<file path="config.mk">
export PLATFORM = sky130hd
export DESIGN_NAME = prga_fifo_upsizer
export DESIGN_NICKNAME = d
export VERILOG_FILES = /design/src/rtl/prga_fifo_pkg.sv /design/src/rtl/prga_fifo_upsizer.sv
export SDC_FILE = /design/constraint.sdc
export NUM_CORES = 1
export LEC_CHECK = 0
export BUFFER_PORTS_ARGS = -buffer_cell sky130_fd_sc_hd__buf_4
export CAP_MARGIN = 10
export CELL_PAD_IN_SITES_DETAIL_PLACEMENT = 0
export CELL_PAD_IN_SITES_GLOBAL_PLACEMENT = 1
export CORE_UTILIZATION = 48
export DETAILED_ROUTE_END_ITERATION = 10
export PLACE_DENSITY = 0.95
export SYNTH_ARGS = -nofsm -noshare
export SYNTH_HDL_FRONTEND = slang
export SYNTH_SLANG_ARGS = --single-unit
export TNS_END_PERCENT = 30
</file>
<file path="constraint.sdc">
create_clock -name clk -period 5 [get_ports clk]
set_clock_uncertainty 0.1 [all_clocks]
set_input_delay 0.25 -clock clk [delete_from_list [all_inputs] [get_ports clk]]
set_output_delay 0.25 -clock clk [all_outputs]
set_load 0.02 [all_outputs]
</file>
<file path="src/rtl/prga_fifo_pkg.sv">
// Shared definitions for the prga_fifo family of blocks.
package prga_fifo_pkg;

    // Counter width for an upsizer packing `ratio` narrow entries per wide word.
    function automatic int unsigned PRGA_FIFO_UPSIZER_CNT_WIDTH(input int unsigned ratio);
        return (ratio > 1) ? $clog2(ratio) : 1;
    endfunction

endpackage : prga_fifo_pkg

</file>
<file path="src/rtl/prga_fifo_upsizer.sv">
// Width-up converter behind a lookahead FIFO: packs RATIO narrow entries
// little-endian into one wide word and re-presents it as a lookahead FIFO.
// Optional partial-word flush is enabled with `define PRGA_FIFO_UPSIZER_FLUSH_EN.
module prga_fifo_upsizer
    import prga_fifo_pkg::*;
#(
    parameter int unsigned DATA_WIDTH = 8,
    parameter int unsigned RATIO      = 4
) (
    input  logic                          clk,
    input  logic                          rst,
    input  logic                          empty_i,
    output logic                          rd_i,
    input  logic [DATA_WIDTH-1:0]         dout_i,
    output logic                          empty,
    input  logic                          rd,
    output logic [DATA_WIDTH*RATIO-1:0]   dout,
    output logic                          busy
`ifdef PRGA_FIFO_UPSIZER_FLUSH_EN
    ,
    input  logic                          flush,
    output logic [RATIO-1:0]              dout_mask
`endif
);

    localparam int unsigned CNT_W = PRGA_FIFO_UPSIZER_CNT_WIDTH(RATIO);
    localparam int unsigned OUT_W = DATA_WIDTH * RATIO;
    localparam logic [CNT_W-1:0] CNT_LAST = CNT_W'(RATIO - 1);

    logic [CNT_W-1:0]                   cnt_q, cnt_d;
    logic [RATIO-2:0][DATA_WIDTH-1:0]   pack_q, pack_d;
    logic [OUT_W-1:0]                   out_data_q, out_data_d;
    logic                               out_valid_q, out_valid_d;
    logic                               pop_c;
    logic                               emit_c;
    logic [OUT_W-1:0]                   word_c;
`ifdef PRGA_FIFO_UPSIZER_FLUSH_EN
    logic [RATIO-1:0]                   mask_q, mask_d;
    logic [RATIO-1:0]                   lanes_c;
`endif

    // Upstream pop, candidate output word and next-state computation.
    always_comb begin
        pop_c       = rst && !empty_i && ((cnt_q != CNT_LAST) || !out_valid_q || rd);
        emit_c      = pop_c && (cnt_q == CNT_LAST);
        word_c      = '0;
        cnt_d       = cnt_q;
        pack_d      = pack_q;
        out_data_d  = out_data_q;
        out_valid_d = out_valid_q;

        // Filled pack lanes plus the entry popped this edge at lane cnt.
        for (int i = 0; i < int'(RATIO) - 1; i++) begin
            if (CNT_W'(i) < cnt_q) begin
                word_c[i*DATA_WIDTH +: DATA_WIDTH] = pack_q[i];
            end
        end
        if (pop_c) begin
            word_c[cnt_q*DATA_WIDTH +: DATA_WIDTH] = dout_i;
        end

`ifdef PRGA_FIFO_UPSIZER_FLUSH_EN
        mask_d  = mask_q;
        lanes_c = '0;
        for (int i = 0; i < int'(RATIO) - 1; i++) begin
            lanes_c[i] = (CNT_W'(i) < cnt_q);
        end
        if (pop_c) begin
            lanes_c[cnt_q] = 1'b1;
        end
        // A flush only fires when there is something to emit and room for it.
        if (flush && ((cnt_q != '0) || pop_c) && (!out_valid_q || rd)) begin
            emit_c = 1'b1;
        end
`endif

        if (emit_c) begin
            out_data_d  = word_c;
            out_valid_d = 1'b1;
            cnt_d       = '0;
`ifdef PRGA_FIFO_UPSIZER_FLUSH_EN
            mask_d      = lanes_c;
`endif
        end else begin
            if (pop_c) begin
                for (int i = 0; i < int'(RATIO) - 1; i++) begin
                    if (CNT_W'(i) == cnt_q) begin
                        pack_d[i] = dout_i;
                    end
                end
                cnt_d = cnt_q + CNT_W'(1);
            end
            if (rd && out_valid_q) begin
                out_valid_d = 1'b0;
            end
        end
    end

    // State registers; reset discards any partial word.
    always_ff @(posedge clk or negedge rst) begin
        if (!rst) begin
            cnt_q       <= '0;
            pack_q      <= '0;
            out_data_q  <= '0;
            out_valid_q <= 1'b0;
`ifdef PRGA_FIFO_UPSIZER_FLUSH_EN
            mask_q      <= '0;
`endif
        end else begin
            cnt_q       <= cnt_d;
            pack_q      <= pack_d;
            out_data_q  <= out_data_d;
            out_valid_q <= out_valid_d;
`ifdef PRGA_FIFO_UPSIZER_FLUSH_EN
            mask_q      <= mask_d;
`endif
        end
    end

    assign rd_i  = pop_c;
    assign empty = !out_valid_q;
    assign dout  = out_data_q;
    assign busy  = (cnt_q != '0);
`ifdef PRGA_FIFO_UPSIZER_FLUSH_EN
    assign dout_mask = mask_q;
`endif

endmodule : prga_fifo_upsizer
</file>
Word-level counts from Yosys, hierarchy flattened
Cells that the tools add are included.

Add/subtract/negate cells: 2. Order comparisons: 3. Eq/ne operators: 4. Shift operators: 2. Multiplexer cells: 9. Bitwise logic cells: 1. Reduce and logical (&&, ||, !) cells: 15.

Operator list (number): negation 5 -> 34 bit (1); variable shift 8 x 34 -> 32 bit (first input constant) (1); indexed part select 8 x 34 -> 32 bit (1); bitwise mux 32 bit (1); 2-to-1 mux 32 bit (1); 2-to-1 mux 8 bit (3); AND reduction 3 bit (3); nonzero test 2 bit (3); logical AND 1 bit (4); less-than comparator 1 x 2 -> 1 bit (first input constant) (2); 2-to-1 mux 2 bit (2); adder 2 x 1 -> 2 bit (second input constant) (1); == test 1 x 2 -> 1 bit (first input constant) (1); == test 2 bit (first input constant) (1); == test 2 bit (second input constant) (1); logical NOT 1 bit (2); logical NOT 2 bit (1); logical OR 1 bit (2); less-than comparator 2 bit (first input constant) (1); 2-to-1 mux 1 bit (2); != test 2 bit (second input constant) (1); NOT 1 bit (1).

Bits in registers: 59. Bits of input ports: 12. Output and inout bits: 35.

Depth between registers and ports, before layout
Depth in word-level cells: 7. Mapped depth: 7. Depth with buffers taken out: 5.

Worst setup path before layout
OpenSTA, ideal clock, no wires.

Kind: register -> register. Start point: reg cnt_q[0]. End point: reg out_data_q[4] (netlist: dout[4]). Library setup time: 77 ps. Arrival: 1719 ps. Data required time: 4823 ps. Slack: 3104 ps. Stages on the path, launching flop included: 7. Path buffers: 1. Cells stage by stage: dfrtp_1 -> inv_1 -> ha_1 -> and4bb_1 -> buf_1 -> a22oi_1 -> a21oi_1.

Longest elaborated chain between the ends: 5. Elaborated cells on any way between the ends: 13.

Ends and longest elaborated chain: start: declaration (line prga_fifo_upsizer.sv:30) `logic [CNT_W-1:0] cnt_q, cnt_d;`; start signal: assignment (line prga_fifo_upsizer.sv:110) `cnt_q <= cnt_d;`; branches (longest 5 deep; another with negation 5 -> 34 bit); end signal: assignment (line prga_fifo_upsizer.sv:112) `out_data_q <= out_data_d;`; end: declaration (line prga_fifo_upsizer.sv:32) `logic [OUT_W-1:0] out_data_q, out_data_d;`.

Parallel ways; which one is timed is not known. A chain may end at the register's enable or synchronous reset.

Worst setup path after layout
Start point: reg cnt_q[1]. End point: out rd_i.

Longest elaborated chain between the ends: 4.

Ends and longest elaborated chain: != test 2 bit (line prga_fifo_upsizer.sv:44) `pop_c = rst && !empty_i && ((cnt_q != CNT_LAST) || !out_valid_q || rd);`; logical OR 1 bit (2 in series) (line prga_fifo_upsizer.sv:44); logical AND 1 bit (line prga_fifo_upsizer.sv:44); end: declaration (line prga_fifo_upsizer.sv:13) `output logic rd_i,`.

Every way passes these cells.

==> results.md <==
- Worst Slack Setup Final: approximately 2200 ps
- Clock insertion delay at the later pin of the skew report: between 300 and 400 ps
- CP max stage delay: 600 ps
- Router iterations before antenna repair: 4
- GPL Wtd Cong: approximately 0.8
- Fin crit share: 0.568
- Postcts setup bufs: 0
- Pre-CTS WS: 2300 ps
- Die area: 0.00651 sq mm
- Layout area overhead: 18.1%
- Fraction of layout cells with a size suffix above 1: 0.287
- Rel. slew slack: 0.223
- # H-tree levels: 3
- Cells after Synth: ~270
- Endpoints failing hold: 0
- Worst EP required: 4650 ps
- Reg clk slew, reported paths: 70 ps
- Switching Power: 791 uW
- Final Hold Slack: roughly 120 ps
- Port Buffers: 46
- Root Buffer: clkbuf_8
- Critical-path top delay cell: dfrtp_1
- Gr usage total: 0.237
- Setup_tns: 0 ps
- Comb pwr share: 0.393
- Maximum fanout along the worst path: 17
- Rows: 28
- Worst path buffer plus inverter count: 2
- Num Clock Sinks: 59
- Clk pwr share: 0.223
- Syn_nets: roughly 290
- PwrDens: 631 mW/mm^2
- CTS max path bufs: 2
- Synth unique cells: 34
- DRC Markers: 0
- Total gr overflow: 0
- Pin count of the biggest net entering global routing: 68
- Sequential group share of total power: 0.383
- Nets: 321
- Hold Crit Class: input pin to register
- CTS tree: built
- Fmax: 0.352 GHz
- Total CTS buffers: 9
- Sw frac: 0.357
- VDD IR max: 0.241 mV
- #FFs+latches synth: 59
- Pint: 1.42 mW
- Fillers: 501
- Critical path type: register to output port
- Violation count after the first detailed-routing iteration: 165
- Die width: 80.7 um
- Post-Syn Area per Cell: 11.1 sq um
- Vias per cell: 5.87
- DR WL/cell: 18.2 um
- Worst Reg-to-Reg Cells: 4
- Vias in the first global route: 2107
- Critical-path cell list: ha_1 -> nand3b_1 -> nand2_1 -> inv_1 -> buf_4
- Post-DP HPWL: 4.44 mm
- Initial Utilization: 0.499
- CP arrival: ~2500 ps
- IO Pins: 47
- Final wirelength: 6.94 mm
- Status: finished, final reports clean
- Core ar.: slightly below 0.006 sq mm
- CP Launch Type: register
- Die height: 80.7 um
- Via count of the routed design: 2241
- N_diodes: 0
- WP depth: 5
- Endpoints failing setup: 0
- Max-cap viol count: 0
- Worst-Margin Slew: 1170 ps
- Mapped Area: 0.00297 sq mm
- Final Max Tran Viols: 0
- Initial antenna violation count: 0
- Sequential fraction of the synthesis area: 0.497
- RSZ-0062 raised after global routing: false
- First-pass GRT wire length: between 10 and 15 mm
- Top delay family on crit path: simple AND/OR/NAND/NOR gates
- Hold Path Depth: 3
- Endpoint class of the critical path: output port
- Post-route ant nets: 0
- Yosys warning count: 0
- Min cycle time layout: 2840 ps
- Static Leak: between 1.5 and 2 nW
-- state kept, by name (all words and copies together) (netlist names) --
name,cells
cnt_q,2
pack_q,24
dout,32
out_valid_q,1
-- final timing paths --
kind	startpoint	to	slack (ps)
min in group asynchronous	rst	dout[3]$_DFFE_PN0P_	440
worst max-delay path	cnt_q[1]$_DFFE_PN0P_	rd_i	2160
worst min register to register	pack_q[5]$_DFFE_PN0P_	pack_q[5]$_DFFE_PN0P_	410
max in group asynchronous	rst	dout[6]$_DFFE_PN0P_	3850
worst max register to register	cnt_q[1]$_DFFE_PN0P_	dout[8]$_DFFE_PN0P_	2430
worst min-delay path	dout_i[3]	pack_q[3]$_DFFE_PN0P_	120
-- layer usage --
metal,vias up,global-route usage,share of wire
li1,1063,-,-
met1,1104,0.327,0.46
met2,60,0.358,0.48
met3,14,0.0432,0.048
met4,0,0.116,0.014
met5,-,0,0
-- cell usage after synthesis --
cell | instances | area [sq um]
nor2_1 | 1 | 3.75
a22oi_1 | 3 | 22.5
buf_1 | 5 | 18.8
nand3b_1 | 3 | 22.5
nand3_4 | 1 | 17.5
a22o_1 | 1 | 8.76
nor4b_4 | 1 | 23.8
o21ai_1 | 8 | 40.0
inv_1 | 23 | 86.3
a31oi_1 | 16 | 100
buf_12 | 1 | 20.0
and4bb_2 | 1 | 12.5
ha_1 | 7 | 87.6
and4bb_1 | 2 | 25.0
nor4bb_1 | 1 | 10.0
nand2_1 | 8 | 30.0
and3_1 | 1 | 6.26
o211ai_1 | 16 | 120
o221ai_1 | 5 | 43.8
nor2b_1 | 1 | 6.26
and3b_1 | 4 | 35.0
o21ai_0 | 5 | 25.0
buf_2 | 13 | 65.1
clkbuf_1 | 1 | 3.75
mux2_4 | 16 | 240
mux2_2 | 4 | 45.0
nand2b_1 | 1 | 6.26
buf_4 | 3 | 22.5
dfrtp_1 | 59 | 1480
a21oi_1 | 22 | 110
nand4_1 | 30 | 188
buf_6 | 2 | 22.5
and2_4 | 1 | 8.76
nor3b_4 | 1 | 18.8
-- placed cells by master (no fill, tap or decap), drive strengths merged, types with 2 or more instances in the layout --
cell type and instances:
and4bb 3, nand2 8, ha 7, bufinv 2, mux2 20, nand3b 3
inv 23, a21oi 22, a22oi 3, o21ai 13, a31oi 16, clkbuf 13
buf 47, nand4 30, dfrtp 59, and3b 4, o221ai 5, o211ai 16
-- cell type report --
type | instances | area [sq um] | share of cell area
Clock inverter | 4 | 72.6 | 0.0207
Clock buffer | 12 | 155 | 0.0442
Timing Repair Buffer | 49 | 368 | 0.105
Sequential cell | 59 | 1480 | 0.421
Tap cell | 75 | 93.8 | 0.0267
Inverter | 23 | 86.3 | 0.0246
Multi-Input combinational cell | 160 | 1260 | 0.358
-- kinds of logic (layout without fill, tap and decap cells) --
| logic type | count (synthesis) | in the layout | share of synthesized area |
|---|---|---|---|
| AND/OR/NAND/NOR | 57 | 57 | 0.139 |
| multiplexers | 20 | 20 | 0.0960 |
| buffers and inverters | 48 | 88 | 0.0804 |
| adder cells (fa/ha/maj) | 7 | 7 | 0.0295 |
| flip-flops | 59 | 59 | 0.497 |
| AO/OA/AOI/OAI | 76 | 76 | 0.158 |
-- worst min-delay path, stage by stage --
cell,delay (ps)
buf_4,150
nand2_1,60
o21ai_0,60
-- what timing repair did --
item	in CTS	in global routing
endpoints found under the hold margin	59	0
hold buffers	1	0
gates resized for setup	0	0
-- power groups by stage --
stage	clock network (mW)	registers, mW	logic [mW]
3_5_place_dp	0	0.852	0.867
6_report	0.494	0.848	0.871
2_1_floorplan	0	0.972	0.428
4_1_cts	0.500	0.846	0.874
3_3_place_gp	0	0.847	0.848
5_1_grt	0.520	0.875	0.942
-- metrics by stage --
step / total power [mW] / std cells / cell area (sq um) / util
detailed placement: 1.72 / 364 / 3270 / 0.549
floorplan: 1.40 / 267 / 2970 / -
global placement: 1.70 / 364 / 3270 / 0.549
finish: 2.21 / 382 / 3510 / 0.589
global route: 2.34 / 382 / 3510 / 0.589
CTS: 2.22 / 381 / 3500 / 0.588
Power figures use the tool's default switching activity.
